--- src/rtl/irrigation_scheduler.sv ---
// Timed valve controller: counts a BCD mm:ss duration down one second per
// TICK_DIV clocks, with pause (hold), abort and invalid-input rejection.
module irrigation_scheduler #(
  parameter int unsigned TICK_DIV = 50000000
) (
  input  logic       clk,
  input  logic       reset,
  input  logic       start,
  input  logic       abort,
  input  logic       hold,
  input  logic [7:0] dur_min,
  input  logic [7:0] dur_sec,
  output logic       valve,
  output logic       busy,
  output logic       done,
  output logic       err,
  output logic [7:0] rem_min,
  output logic [7:0] rem_sec
);

  localparam int unsigned PW = (TICK_DIV > 2) ? $clog2(TICK_DIV) : 1;

  typedef enum logic [1:0] {IDLE, RUN, HOLD, DONE} state_t;

  state_t        state_q;
  logic [PW-1:0] presc_q;
  logic [7:0]    rem_min_q, rem_sec_q;
  logic          valve_q, busy_q, done_q, err_q;

  logic          tick, last, dur_ok, dur_zero;
  logic [7:0]    dec_min_d, dec_sec_d;

  assign tick     = (presc_q == PW'(TICK_DIV - 1));
  assign last     = (rem_min_q == 8'h00) && (rem_sec_q == 8'h01);
  assign dur_ok   = (dur_min[7:4] <= 4'd9) && (dur_min[3:0] <= 4'd9) &&
                    (dur_sec[7:4] <= 4'd5) && (dur_sec[3:0] <= 4'd9);
  assign dur_zero = (dur_min == 8'h00) && (dur_sec == 8'h00);

  // One-second BCD decrement with borrow chain; never applied at 00:00.
  always_comb begin
    dec_min_d = rem_min_q;
    dec_sec_d = rem_sec_q;
    if (rem_sec_q[3:0] != 4'd0) begin
      dec_sec_d[3:0] = rem_sec_q[3:0] - 4'd1;
    end else if (rem_sec_q[7:4] != 4'd0) begin
      dec_sec_d = {rem_sec_q[7:4] - 4'd1, 4'd9};
    end else begin
      dec_sec_d = 8'h59;
      if (rem_min_q[3:0] != 4'd0) dec_min_d[3:0] = rem_min_q[3:0] - 4'd1;
      else                        dec_min_d = {rem_min_q[7:4] - 4'd1, 4'd9};
    end
  end

  always_ff @(posedge clk or negedge reset) begin
    if (!reset) begin
      state_q   <= IDLE;
      presc_q   <= '0;
      rem_min_q <= 8'h00;
      rem_sec_q <= 8'h00;
      valve_q   <= 1'b0;
      busy_q    <= 1'b0;
      done_q    <= 1'b0;
      err_q     <= 1'b0;
    end else begin
      done_q <= 1'b0;
      err_q  <= 1'b0;
      case (state_q)
        IDLE: begin
          if (start) begin
            if (!dur_ok) begin
              err_q <= 1'b1;
            end else if (dur_zero) begin
              state_q <= DONE;
              done_q  <= 1'b1;
            end else begin
              state_q   <= RUN;
              presc_q   <= '0;
              rem_min_q <= dur_min;
              rem_sec_q <= dur_sec;
              valve_q   <= 1'b1;
              busy_q    <= 1'b1;
            end
          end
        end
        RUN: begin
          if (abort) begin
            state_q   <= IDLE;
            presc_q   <= '0;
            rem_min_q <= 8'h00;
            rem_sec_q <= 8'h00;
            valve_q   <= 1'b0;
            busy_q    <= 1'b0;
          end else begin
            presc_q <= tick ? '0 : presc_q + 1'b1;
            if (tick && last) begin
              state_q   <= DONE;
              rem_min_q <= 8'h00;
              rem_sec_q <= 8'h00;
              valve_q   <= 1'b0;
              busy_q    <= 1'b0;
              done_q    <= 1'b1;
            end else begin
              // A non-final tick still lands even if hold pauses us this edge.
              if (tick) begin
                rem_min_q <= dec_min_d;
                rem_sec_q <= dec_sec_d;
              end
              if (hold) begin
                state_q <= HOLD;
                valve_q <= 1'b0;
              end
            end
          end
        end
        HOLD: begin
          if (abort) begin
            state_q   <= IDLE;
            presc_q   <= '0;
            rem_min_q <= 8'h00;
            rem_sec_q <= 8'h00;
            busy_q    <= 1'b0;
          end else if (!hold) begin
            state_q <= RUN;
            valve_q <= 1'b1;
          end
        end
        DONE: begin
          state_q <= IDLE;
        end
        default: begin
          state_q <= IDLE;
          valve_q <= 1'b0;
          busy_q  <= 1'b0;
        end
      endcase
    end
  end

  assign valve   = valve_q;
  assign busy    = busy_q;
  assign done    = done_q;
  assign err     = err_q;
  assign rem_min = rem_min_q;
  assign rem_sec = rem_sec_q;

endmodule

--- config.mk ---
export PLATFORM = sky130hd
export DESIGN_NAME = irrigation_scheduler
export DESIGN_NICKNAME = d
export VERILOG_FILES = /design/src/rtl/irrigation_scheduler.sv
export SDC_FILE = /design/constraint.sdc
export NUM_CORES = 1
export LEC_CHECK = 0
export BUFFER_PORTS_ARGS = -buffer_cell sky130_fd_sc_hd__buf_2
export CAP_MARGIN = 40
export CORE_MARGIN = 2
export CORE_UTILIZATION = 38
export CTS_CLUSTER_SIZE = 30
export DETAILED_ROUTE_END_ITERATION = 6
export GPL_TIMING_DRIVEN = 0
export PLACE_DENSITY_LB_ADDON = 0.2
export SETUP_SLACK_MARGIN = 0.05
export SLEW_MARGIN = 20
export SYNTH_ARGS = -nofsm -noshare
export SYNTH_HDL_FRONTEND = slang
export SYNTH_SLANG_ARGS = --single-unit
--- constraint.sdc ---
create_clock -name clk -period 2 [get_ports clk]
set_clock_uncertainty 0.1 [all_clocks]
set_input_delay 0.1 -clock clk [delete_from_list [all_inputs] [get_ports clk]]
set_output_delay 0.1 -clock clk [all_outputs]
set_load 0.01 [all_outputs]
After elaboration in Yosys (flattened, before gate mapping)
Index checks and enable logic that the tools add are counted.
{"block": "totals", "regBits": 48, "in_bits": 21, "output_inout_bits": 20}
{"block": "classes", "n_addsub": 5, "n_lt_le_gt_ge": 4, "eq_ne": 18, "muxes": 60, "n_reduce_logical": 22}
{"op": "2-to-1 mux 26 bit", "count": 6}
{"op": "2-to-1 mux 8 bit", "count": 16}
{"op": "one-hot mux 26 bit (3 select lines)", "count": 1}
{"op": "one-hot mux 8 bit (3 select lines)", "count": 2}
{"op": "adder 26 x 1 -> 26 bit (second input constant)", "count": 1}
{"op": "equality test 26 bit (second input constant)", "count": 1}
{"op": "logical NOT 8 bit", "count": 3}
{"op": "inequality test 4 bit (second input constant)", "count": 5}
{"op": "2-to-1 mux 1 bit", "count": 19}
{"op": "2-to-1 mux 2 bit", "count": 8}
{"op": "2-to-1 mux 4 bit", "count": 4}
{"op": "subtractor 4 x 1 -> 4 bit (second input constant)", "count": 4}
{"op": "AND reduction 7 bit", "count": 2}
{"op": "<= comparator 4 bit (second input constant)", "count": 3}
{"op": "inequality test 2 bit (second input constant)", "count": 6}
{"op": "AND reduction 6 bit", "count": 2}
{"op": "nonzero test 4 bit", "count": 3}
{"op": "AND reduction 9 bit", "count": 1}
{"op": "equality test 8 x 1 -> 1 bit (second input constant)", "count": 1}
{"op": "one-hot mux 2 bit (4 select lines)", "count": 1}
{"op": "AND reduction 8 bit", "count": 1}
{"op": "logical AND 1 bit", "count": 6}
{"op": "inequality test 3 bit (second input constant)", "count": 2}
{"op": "one-hot mux 1 bit (3 select lines)", "count": 2}
{"op": "other kinds (8)", "count": 9}

Longest topological paths before layout
{"block": "depth", "ltp_word": 8, "mapped_depth": 9}

Worst setup path after synthesis
OpenSTA, ideal clock, no wires.
{"block": "synth_timing", "path_type": "register to register", "from": "reg rem_sec_q[4] (netlist: rem_sec[4])", "to": "reg rem_min_q[0] (netlist: rem_min[0])", "setup_ns": 0.125, "arrival_ns": 1.995, "required_ns": 1.775, "slack_ns": -0.220, "stages_incl_launch_ff": 9, "period_less_slack_ns": 2.220, "path_cell_list": "dfrtp_1 -> inv_1 -> ha_1 -> nor3b_1 -> nand4_1 -> nor3_4 -> nor2_4 -> a22o_1 -> mux2_4"}
{"block": "synth_between", "elab_chain_len": 6, "word_cells_on_any_way": 11, "classes_between": "eq/ne: 4; mux: 3; reduce/logical: 4"}
{"element": "from (decl)", "line_no": "27", "rtl": "logic [7:0] rem_min_q, rem_sec_q;"}
{"element": "from (signal assigned)", "line_no": "79", "rtl": "rem_sec_q <= dur_sec;"}
{"element": "from (signal assigned)", "line_no": "106", "rtl": "rem_sec_q <= dec_sec_d;"}
{"element": "equality test 8 x 1 -> 1 bit", "line_no": "34", "rtl": "assign last = (rem_min_q == 8'h00) && (rem_sec_q == 8'h01);"}
{"element": "logical AND 1 bit", "line_no": "34"}
{"element": "logical AND 1 bit", "line_no": "95", "rtl": "if (tick && last) begin"}
{"element": "2-to-1 mux 8 bit", "line_no": "95"}
{"element": "2-to-1 mux 8 bit", "line_no": "86", "rtl": "if (abort) begin"}
{"element": "one-hot mux 8 bit (3 select lines)", "line_no": "67", "rtl": "case (state_q)"}
{"element": "to (signal assigned)", "line_no": "78", "rtl": "rem_min_q <= dur_min;"}
{"element": "to (signal assigned)", "line_no": "105", "rtl": "rem_min_q <= dec_min_d;"}
{"element": "to (decl)", "line_no": "27"}
Parallel ways exist; a longest one is shown, timed or not.
A chain may end at the register's enable or synchronous reset.

Final worst setup path
{"block": "layout_timing", "from": "reg rem_sec_q[1] (netlist: rem_sec[1])", "to": "reg rem_min_q[0] (netlist: rem_min[0])"}
Same word-level chain as after synthesis.

==> summary.log <==
INFO  status         outcome=finished with violations
INFO  status         violations_in_the_final_reports=negative setup slack
INFO  cts            clockBufferDepth=2
INFO  logic_synthesis syn_area_per_cell=8.77um^2
INFO  place          port_buffers=40
INFO  logic_synthesis synth-seq-cells=48
INFO  grt            global_route.usage.total=0.211
INFO  cts            cts_made_buffers=5
INFO  place          preCtsSetupSlack=-0.522ns
INFO  logic_synthesis ys_seq_area_frac=0.385
INFO  grt            grt_max_degree=49
INFO  cts            cts.sinks=48
INFO  grt            grt_antenna_before_repair=0
INFO  final_layout   layout-drive-gt1-share=0.475
INFO  setup_path     start_kind=register
INFO  sta            max_freq=457MHz
INFO  die            core_region_area=0.00809mm^2
INFO  die            pin_count=41
INFO  hold_path      hold_path.class=in2reg
INFO  power_and_ir_drop total_leakage_power=2.03nW
INFO  drt            dr_total_vias=3,221
INFO  power_and_ir_drop irDropWorstVdd=0.822mV
INFO  grt            globalRoute.totalOverflow=0
INFO  sta            layout_setup_ws=-0.189ns
INFO  cts            cts.clk_slew.worst_paths=0.10ns
INFO  logic_synthesis synth_edf_count=0
INFO  cts            worst_skew_pair.late_latency=0.31ns
INFO  place          place_congestion=0.859
INFO  final_layout   num-nets-final=493
INFO  sta            holdWs=0.0102ns
INFO  final_layout   flow.area_growth_from_synthesis=48.9%
INFO  die            floorplan.initialDensity=0.386
INFO  cts            cts_tree=yes
INFO  sta            rsz0062_at_grt=yes
INFO  final_layout   finish.instance_area=0.00465mm^2
INFO  final_layout   layout_commonest_cell=buf_4
INFO  power_and_ir_drop design_power_total=6.46mW
INFO  setup_path     arrival_time_at_the_worst_endpoint=2.29ns
INFO  drt            routed_wl=9780um
INFO  final_layout   layout_common_cells=buf_4 (44), buf_2 (40), dfrtp_1 (37), o21ai_1 (29), nand2_1 (28)
INFO  sta            tightestPinTransition=0.637ns
INFO  setup_path     required=2.10ns
INFO  setup_path     timing.critical_path.to_type=register
INFO  sta            finalCritPeriodShare=1.09
INFO  die            chipHeight=94.7um
INFO  logic_synthesis postSynthCellCount=356
INFO  sta            max_slew_margin=0.575
INFO  logic_synthesis synth_top_flop_cell=dfrtp_1
INFO  final_layout   antenna_cells_inserted=0
INFO  logic_synthesis synth_fp_nets=389
INFO  sta            final_period_minus_worst_setup_slack=2.19ns
INFO  grt            first_global_vias=2,999
INFO  logic_synthesis ys_async_sr_fraction=1.00
INFO  sta            finalMaxSlewViolations=0
INFO  place          place.detailed.hpwl=6060um
INFO  setup_path     cp_max_fo=5
INFO  drt            initialDrtViolationCount=193
INFO  logic_synthesis synthesis.area=0.00312mm^2
INFO  drt            drt-pass1-iter-count=5
INFO  place          place_area=0.00352mm^2
INFO  sta            setup-violations-final=40
INFO  logic_synthesis synthesis.yosys.warnings=0
INFO  die            chipWidth=94.7um
INFO  die            num_rows=33
INFO  drt            detail_route.wl_per_cell=17.3um
INFO  drt            drc=0
INFO  flow_run       timing.max_cap.violations=0
INFO  setup_path     criticalPathCategory=reg2reg
INFO  drt            drt-vias-per-instance=5.69
INFO  drt            ant_nets=0
INFO  power_and_ir_drop power_density=1390mW/mm^2
INFO  cts            cts_h_tree_depth=2
INFO  sta            timing_hold_violations_final=0
INFO  cts            clock-root-buffer=clkbuf_8
INFO  final_layout   fillerInstances=707
INFO  die            dieArea=0.00896mm^2
INFO  grt            first_pass_grt_wire_length=15,100um
INFO  logic_synthesis netlist-cell-type-count=56
-- state kept, by name, summed over array words and instances (netlist names) --
register and flops:
rem_min 8, rem_sec 8, busy 1, done 1, presc_q 26, state_q 2, err 1, valve 1
-- cells by family after synthesis --
kind of cell               synth area share
xor gates and xnor gates            0.00280
adders and majority gates            0.0481
DFF                                   0.385
and+or+nand+nor                       0.256
buffers and inverters                0.0433
muxes                                0.0232
AOI/OAI and AO/OA                     0.242
-- cell usage after synthesis (3+ instances only) --
cell type   n  area, um^2
o41ai_1     3        26.3
nand2_1    29         109
and4_1      3        26.3
nor3_1     11        55.1
nand3b_1    3        22.5
nand3_1    18        90.1
a41oi_1     3        26.3
o21ai_0    44         220
a22o_1      3        26.3
nand2b_1    4        25.0
nor2_1     23        86.3
inv_1      18        67.6
clkbuf_1    5        18.8
ha_1       12         150
and2_1      3        18.8
buf_2       6        30.0
dfrtp_1    48        1200
o22ai_1     3        18.8
a21oi_1    19        95.1
nor2b_1     9        56.3
a32oi_1     4        35.0
nor4_1      5        31.3
a31oi_1     6        37.5
o31ai_1    20         150
and3_1      6        37.5
nand4_1     8        50.1
-- power breakdown --
part           total (mW)  internal [mW]  leakage (nW)  switching (mW)
logic                4.06           1.85          1.33            2.20
clock network       0.984          0.626        0.0784           0.359
registers            1.42           1.19         0.623           0.225
-- layer usage --
layer	part of all wire	GRT usage	wire length, um
met1	0.46	0.312	4500
met2	0.48	0.330	4730
met4	0.011	0.0447	106
met3	0.046	0.0295	452
met5	0	0	0
-- final cells by class --
class / count / area, um^2 / area share
multi-input combinational: 277 / 2260 / 0.485
sequential: 48 / 1210 / 0.261
buffer: 12 / 125 / 0.0269
inverter: 19 / 72.6 / 0.0156
timing repair buffer: 97 / 691 / 0.149
tap: 105 / 131 / 0.0283
clock buffer: 5 / 68.8 / 0.0148
clock inverter: 3 / 90.1 / 0.0194
-- worst max-delay path, stage by stage, from the launching register on --
cell	delay, ns
dfrtp_1	0.40
inv_2	0.08
ha_4	0.12
nor4b_4	0.24
nand4_1	0.23
nor3_4	0.26
buf_6	0.15
nor2_4	0.05
a22o_1	0.20
mux2_4	0.26
-- per-stage QoR --
stage / cells / TNS, ns / util
2_1_floorplan: 356 / -0.658 / -
3_3_place_gp: 501 / -10.41 / 0.434
3_5_place_dp: 501 / -11.84 / 0.435
4_1_cts: 548 / -3.60 / 0.521
5_1_grt: 566 / -7.64 / 0.575
6_report: 566 / -3.09 / 0.575
-- what timing repair did --
action | CTS | global route
hold buffers | 3 | 0
endpoints found under the setup margin | 47 | 47
gates resized for setup | 74 | 102
pin swaps | 17 | 22
cloned | 4 | 2
setup buffers | 32 | 19
endpoints found under the hold margin | 51 | 0
-- path summary, 6_finish.rpt --
check / start / end / slack, ns / cells after the start
worst min register to register: presc_q[23]$_DFFE_PN0P_ / presc_q[23]$_DFFE_PN0P_ / 0.38 / 1
worst max-delay path: rem_sec[1]$_DFFE_PN0P_ / rem_min[0]$_DFFE_PN0P_ / -0.19 / 9
max in group asynchronous: reset / rem_sec[0]$_DFFE_PN0P_ / 1.08 / 2
min in group asynchronous: reset / presc_q[14]$_DFFE_PN0P_ / 0.24 / 2
worst max register to register: rem_sec[1]$_DFFE_PN0P_ / rem_min[0]$_DFFE_PN0P_ / -0.19 / 9
worst min-delay path: dur_sec[7] / rem_sec[7]$_DFFE_PN0P_ / 0.01 / 3
(Power assumes the default switching activity.)
